<file path="config.mk">
export PLATFORM = sky130hd
export DESIGN_NAME = key_debounce
export DESIGN_NICKNAME = d
export VERILOG_FILES = /design/src/rtl/key_pkg.sv /design/src/rtl/key_sync.sv /design/src/rtl/key_debounce.sv
export SDC_FILE = /design/constraint.sdc
export NUM_CORES = 1
export LEC_CHECK = 0
export CORE_MARGIN = 2
export CORE_UTILIZATION = 50
export CTS_CLUSTER_SIZE = 24
export DETAILED_ROUTE_END_ITERATION = 6
export PLACE_DENSITY = 0.69
export SLEW_MARGIN = 20
export SYNTH_ARGS = -nofsm -noshare
export SYNTH_HDL_FRONTEND = slang
export SYNTH_HIERARCHICAL = 1
export SYNTH_SLANG_ARGS = --single-unit
</file>
<file path="constraint.sdc">
create_clock -name sclk -period 2 [get_ports sclk]
set_input_delay 0.3 -clock sclk [delete_from_list [all_inputs] [get_ports sclk]]
set_output_delay 0.3 -clock sclk [all_outputs]
set_load 0.01 [all_outputs]
</file>
<file path="src/rtl/key_pkg.sv">
// Shared definitions for the push-button blocks: the debounce FSM state encoding
// and the default timing constants for a 24 MHz system clock.
package key_pkg;

    typedef enum logic [1:0] {
        IDLE       = 2'd0,
        PRESS_DB   = 2'd1,
        HELD       = 2'd2,
        RELEASE_DB = 2'd3
    } key_fsm_e;

    // 10 ms stable time and 1 s long-press time at 24 MHz
    localparam int unsigned DB_CYCLES_DEFAULT   = 240000;
    localparam int unsigned LONG_CYCLES_DEFAULT = 24000000;

endpackage

</file>
<file path="src/rtl/key_sync.sv">
// Two-flop synchronizer for one asynchronous bit, with a selectable reset level
// so that both active-low and active-high buttons idle correctly out of reset.
module key_sync #(
    parameter logic RESET_VAL = 1'b1
) (
    input  logic clk,
    input  logic rst,
    input  logic d_i,
    output logic q_o
);

    logic meta_q;
    logic sync_q;

    // NOTE: non-blocking assignments are what make these two flops a real shift chain.
    always_ff @(posedge clk or posedge rst) begin
        if (rst) begin
            meta_q <= RESET_VAL;
            sync_q <= RESET_VAL;
        end else begin
            meta_q <= d_i;
            sync_q <= meta_q;
        end
    end

    assign q_o = sync_q;

endmodule

</file>
<file path="src/rtl/key_debounce.sv">
// Push-button debouncer: synchronizes an active-low key, filters bounce in both
// directions and emits registered press, release and long-hold strobes.
module key_debounce
    import key_pkg::*;
#(
    parameter int unsigned DB_CYCLES   = DB_CYCLES_DEFAULT,
    parameter int unsigned LONG_CYCLES = LONG_CYCLES_DEFAULT
) (
    input  logic sclk,
    input  logic rst,
    input  logic key_n,
    output logic key_state,
    output logic press_pulse,
    output logic release_pulse,
    output logic long_pulse
);

    if (DB_CYCLES < 2 || LONG_CYCLES <= DB_CYCLES) begin : g_param_check
        $error("key_debounce: need DB_CYCLES >= 2 and LONG_CYCLES > DB_CYCLES");
    end

    // long_cnt must be able to hold LONG_CYCLES itself, where it saturates
    localparam int DB_W   = $clog2(DB_CYCLES);
    localparam int LONG_W = $clog2(LONG_CYCLES + 1);

    localparam logic [DB_W-1:0]   DB_LAST   = DB_W'(DB_CYCLES - 1);
    localparam logic [LONG_W-1:0] LONG_MAX  = LONG_W'(LONG_CYCLES);
    localparam logic [LONG_W-1:0] LONG_LAST = LONG_W'(LONG_CYCLES - 1);

    logic key_sync_w;

    key_fsm_e          state_q, state_d;
    logic [DB_W-1:0]   db_cnt_q, db_cnt_d;
    logic [LONG_W-1:0] long_cnt_q, long_cnt_d;
    logic              key_state_q, key_state_d;
    logic              press_q, press_d;
    logic              release_q, release_d;
    logic              long_q, long_d;

    key_sync #(.RESET_VAL(1'b1)) u_sync (
        .clk (sclk),
        .rst (rst),
        .d_i (key_n),
        .q_o (key_sync_w)
    );

    always_ff @(posedge sclk or posedge rst) begin
        if (rst) begin
            state_q     <= IDLE;
            db_cnt_q    <= '0;
            long_cnt_q  <= '0;
            key_state_q <= 1'b0;
            press_q     <= 1'b0;
            release_q   <= 1'b0;
            long_q      <= 1'b0;
        end else begin
            state_q     <= state_d;
            db_cnt_q    <= db_cnt_d;
            long_cnt_q  <= long_cnt_d;
            key_state_q <= key_state_d;
            press_q     <= press_d;
            release_q   <= release_d;
            long_q      <= long_d;
        end
    end

    always_comb begin
        // NOTE: every _d gets its default first, so no path leaves one unassigned (no latch).
        state_d     = state_q;
        db_cnt_d    = db_cnt_q;
        long_cnt_d  = long_cnt_q;
        key_state_d = key_state_q;
        press_d     = 1'b0;
        release_d   = 1'b0;
        long_d      = 1'b0;

        // Hold time keeps running through a release bounce; saturation stops a re-fire
        if (state_q == HELD || state_q == RELEASE_DB) begin
            if (long_cnt_q < LONG_MAX) long_cnt_d = long_cnt_q + LONG_W'(1);
            if (long_cnt_q == LONG_LAST) long_d = 1'b1;
        end

        case (state_q)
            IDLE: begin
                if (!key_sync_w) begin
                    state_d  = PRESS_DB;
                    db_cnt_d = '0;
                end
            end
            PRESS_DB: begin
                if (key_sync_w) begin
                    state_d = IDLE;
                end else if (db_cnt_q == DB_LAST) begin
                    state_d     = HELD;
                    key_state_d = 1'b1;
                    press_d     = 1'b1;
                    long_cnt_d  = '0;
                end else begin
                    db_cnt_d = db_cnt_q + DB_W'(1);
                end
            end
            HELD: begin
                if (key_sync_w) begin
                    state_d  = RELEASE_DB;
                    db_cnt_d = '0;
                end
            end
            RELEASE_DB: begin
                if (!key_sync_w) begin
                    state_d = HELD;
                end else if (db_cnt_q == DB_LAST) begin
                    state_d     = IDLE;
                    key_state_d = 1'b0;
                    release_d   = 1'b1;
                end else begin
                    db_cnt_d = db_cnt_q + DB_W'(1);
                end
            end
            default: state_d = IDLE;
        endcase
    end

    assign key_state     = key_state_q;
    assign press_pulse   = press_q;
    assign release_pulse = release_q;
    assign long_pulse    = long_q;

endmodule

</file>
==> impl_metrics.toml <==
[outcome]
status = "completed"

[detailed_routing]
drt_iter0_drc = 133
wl_um = 5017
firstDrtPassIters = 4
vias = 2048
wl_per_cell_um = 13.38
vias_per_cell = 5.461
drc_errors = 0
drt.antenna.violating_nets = 0

[yosys]
synth_enable_flop_cells = 0
postSynthCellCount = 281
yosys_warnings = 6
async_flop_share = 1.000
synth_xor_area_frac = 0.1078
avgSynthCellArea_um2 = 9.248
synth.area.mux_share = 0.003852
ys_ff_latch = 51
synth_fa_ha_area_frac = 0.009629
synth_top_family_by_area = "simple AND/OR/NAND/NOR gates"
synth-simple-area-share = 0.2918
synth_nets = 286
synth_area_um2 = 2599
synthDistinctLibCells = 40
seq_area_frac_synth = 0.4921
synth_compound_area_frac = 0.06740
ys.flop_type = "dfrtp_1"

[place]
hpwl_um = 3570
finalWeightedCongestion = 0.8621
pre_cts_ws_ps = 114.4
io_buffers = 6

[power]
powerDensity_nw_per_um2 = 592.4
power_frac_clock = 0.339
pwr-share-comb = 0.048
peakVddDrop_uv = 299.5
internal-power_w = 0.001328
power_w = 0.001758
swShare = 0.2448
p_switching_w = 0.0004304
seq_power_share = 0.613
p_leak_nw = 1.323

[timing]
fmax_mhz = 531.1
final.setup.tns_ps = 0
rsz0062_at_grt = "no"
finalMaxSlewViolations = 0
period_minus_slack_ps = 1883
finalHoldViolCount = 0
setup_viol = 0
fin_skew_ps = 12.34
tightest_slew_ps = 563.0
fin_ws_ps = 117.0
period_share = 0.9415
slew_headroom = 0.6233

[clock_network]
numCtsBuffers = 5
cts_root_buf = "clkbuf_8"
cts_buffer_depth = 2
cts_tree = "yes"
cts_setup_buffers = 0
cts_sinks = 51
path_clk_slew_ps = 100
cts_max_level = 2
clk_latency_ps = 310

[floorplanning]
die_h_um = 76.10
ios = 7
rows = 26
core-area_um2 = 5075
start_util = 0.5121
dieArea_um2 = 5790
die_w_um = 76.10

[cells_and_area]
area_delta_synth_final_pct = 14.20
antenna_cells = 0
drive_gt1_frac = 0.1344
fin_nets = 309

[grt]
grt_pass1_vias = 1966
grt_overflow = 0
grt_max_degree = 24
track_usage = 0.1860
grt_pass1_wl_um = 8901
antenna_found_initial = 0

[setup_path]
criticalPathCategory = "register to register"
cp_data_arrival_time_ps = 2130
worst-path-max-fanout = 6
cp-end-kind = "register"
ff2ff_path_depth = 7
required_ps = 2250
start_kind = "register"

[job]
drv_cap = 0

[hold_path]
min_path_type = "primary input to async pin"
## per-layer routing
metal  vias to the layer above  track usage  wire (um)
li1                       1034            -          -
met1                       994       0.2444       2418
met2                        13       0.3089       2446
met3                         7      0.03910         94
met4                         0      0.06182         58
met5                         -            0          0
## placed cells by master (no fill, tap or decap), types with 2 or more instances in the layout
| master | netlist | layout |
|---|---|---|
| buf_4 | 0 | 20 |
| or4_1 | 3 | 3 |
| nor3_2 | 1 | 2 |
| inv_1 | 5 | 4 |
| clkinvlp_4 | 0 | 2 |
| nand3_1 | 24 | 23 |
| nor4b_1 | 2 | 2 |
| clkdlybuf4s50_1 | 0 | 6 |
| dfstp_2 | 2 | 2 |
| o21ai_0 | 12 | 12 |
| and4_1 | 4 | 4 |
| and3_1 | 9 | 9 |
| dfrtp_1 | 49 | 49 |
| o31ai_1 | 2 | 2 |
| a21oi_1 | 8 | 8 |
| nand2_1 | 27 | 27 |
| xor2_1 | 28 | 28 |
| clkbuf_8 | 0 | 5 |
| nor2_1 | 44 | 43 |
| nand4_1 | 17 | 17 |
| nor3_1 | 9 | 8 |
| o21a_1 | 2 | 2 |
| nor4_1 | 2 | 2 |
| xnor2_1 | 4 | 4 |
## what timing repair did
action	in CTS	in global routing
setup endpoints to repair	0	2
hold buffers	0	0
gates resized for setup	0	2
## cell type report
type / count / area, um2
multi-input cells: 214 / 1264
inverters: 5 / 18.77
fillers: 475 / 2107
clock buffers: 5 / 68.82
clock inverters: 3 / 20.02
well taps: 70 / 87.58
flip-flops and latches: 51 / 1279
repair buffers: 27 / 230.2
## cell usage after synthesis, types with 2 or more instances
cell      count  share of area
dfrtp_1      49           0.47
nor2_1       44          0.064
xor2_1       28          0.094
nand2_1      27          0.039
nand3_1      24          0.046
nand4_1      17          0.041
o21ai_0      12          0.023
and3_1        9          0.022
nor3_1        9          0.017
a21oi_1       8          0.015
clkbuf_1      6         0.0087
inv_1         5         0.0072
and4_1        4          0.013
xnor2_1       4          0.013
or4_1         3         0.0087
buf_2         2         0.0039
dfstp_2       2          0.020
ha_1          2         0.0096
nor4_1        2         0.0048
nor4b_1       2         0.0067
o21a_1        2         0.0058
o31ai_1       2         0.0058
## stage by stage
step / util / hold slack [ps] / std cells / cell area, um2
after floorplan: - / 211.5 / 281 / 2606
after global placement: 0.5658 / 347.1 / 367 / 2872
after detailed placement: 0.5658 / 351.3 / 367 / 2872
after CTS: 0.5833 / 337.9 / 375 / 2960
after global routing: 0.5848 / 363.5 / 375 / 2968
final: 0.5848 / 347.8 / 375 / 2968
## worst max-delay path: stages, from the launching register on
cell and delay [ps]:
dfrtp_1 420, ha_2 200, nand3_2 90, nor2_2 70, and3_4 180, or3b_1 380, or4_1 400, nand3_1 90
## state kept, by name (all words and copies together), names as in the netlist, named ones only
register       flops
long_pulse         1
press_pulse        1
key_state          1
db_cnt_q          18
state_q            1
release_pulse      1
u_sync/q_o         1
u_sync/meta_q      1
long_cnt_q        25
## final timing paths
kind                            slack (ps)                        to                     from
worst max-delay path                   120   db_cnt_q[3]$_DFFE_PP0P_  db_cnt_q[1]$_DFFE_PP0P_
worst min-delay path                   350   u_sync/meta_q$_DFF_PP1_                      rst
worst max register to register         120   db_cnt_q[3]$_DFFE_PP0P_  db_cnt_q[1]$_DFFE_PP0P_
worst min register to register         360      u_sync/q_o$_DFF_PP1_  u_sync/meta_q$_DFF_PP1_
max in group asynchronous             1120  db_cnt_q[12]$_DFFE_PP0P_                      rst
min in group sclk                      360      u_sync/q_o$_DFF_PP1_  u_sync/meta_q$_DFF_PP1_
## cell families after synthesis
logic type | count (synthesis)
buffers and inverters | 16
XOR/XNOR | 32
AO/OA/AOI/OAI | 29
multiplexers | 1
flip-flops | 51
AND/OR/NAND/NOR | 150
adder cells (fa/ha/maj) | 2
## power groups by stage
stage,Combinational (W),Clock (W),Sequential (W)
4_1_cts,0.0000866,0.000619,0.00108
3_3_place_gp,0.0000844,0,0.00110
3_5_place_dp,0.0000864,0,0.00110
2_1_floorplan,0.0000559,0,0.00109
5_1_grt,0.0000977,0.000661,0.00108
6_report,0.0000845,0.000597,0.00108
(Power assumes the default switching activity.)
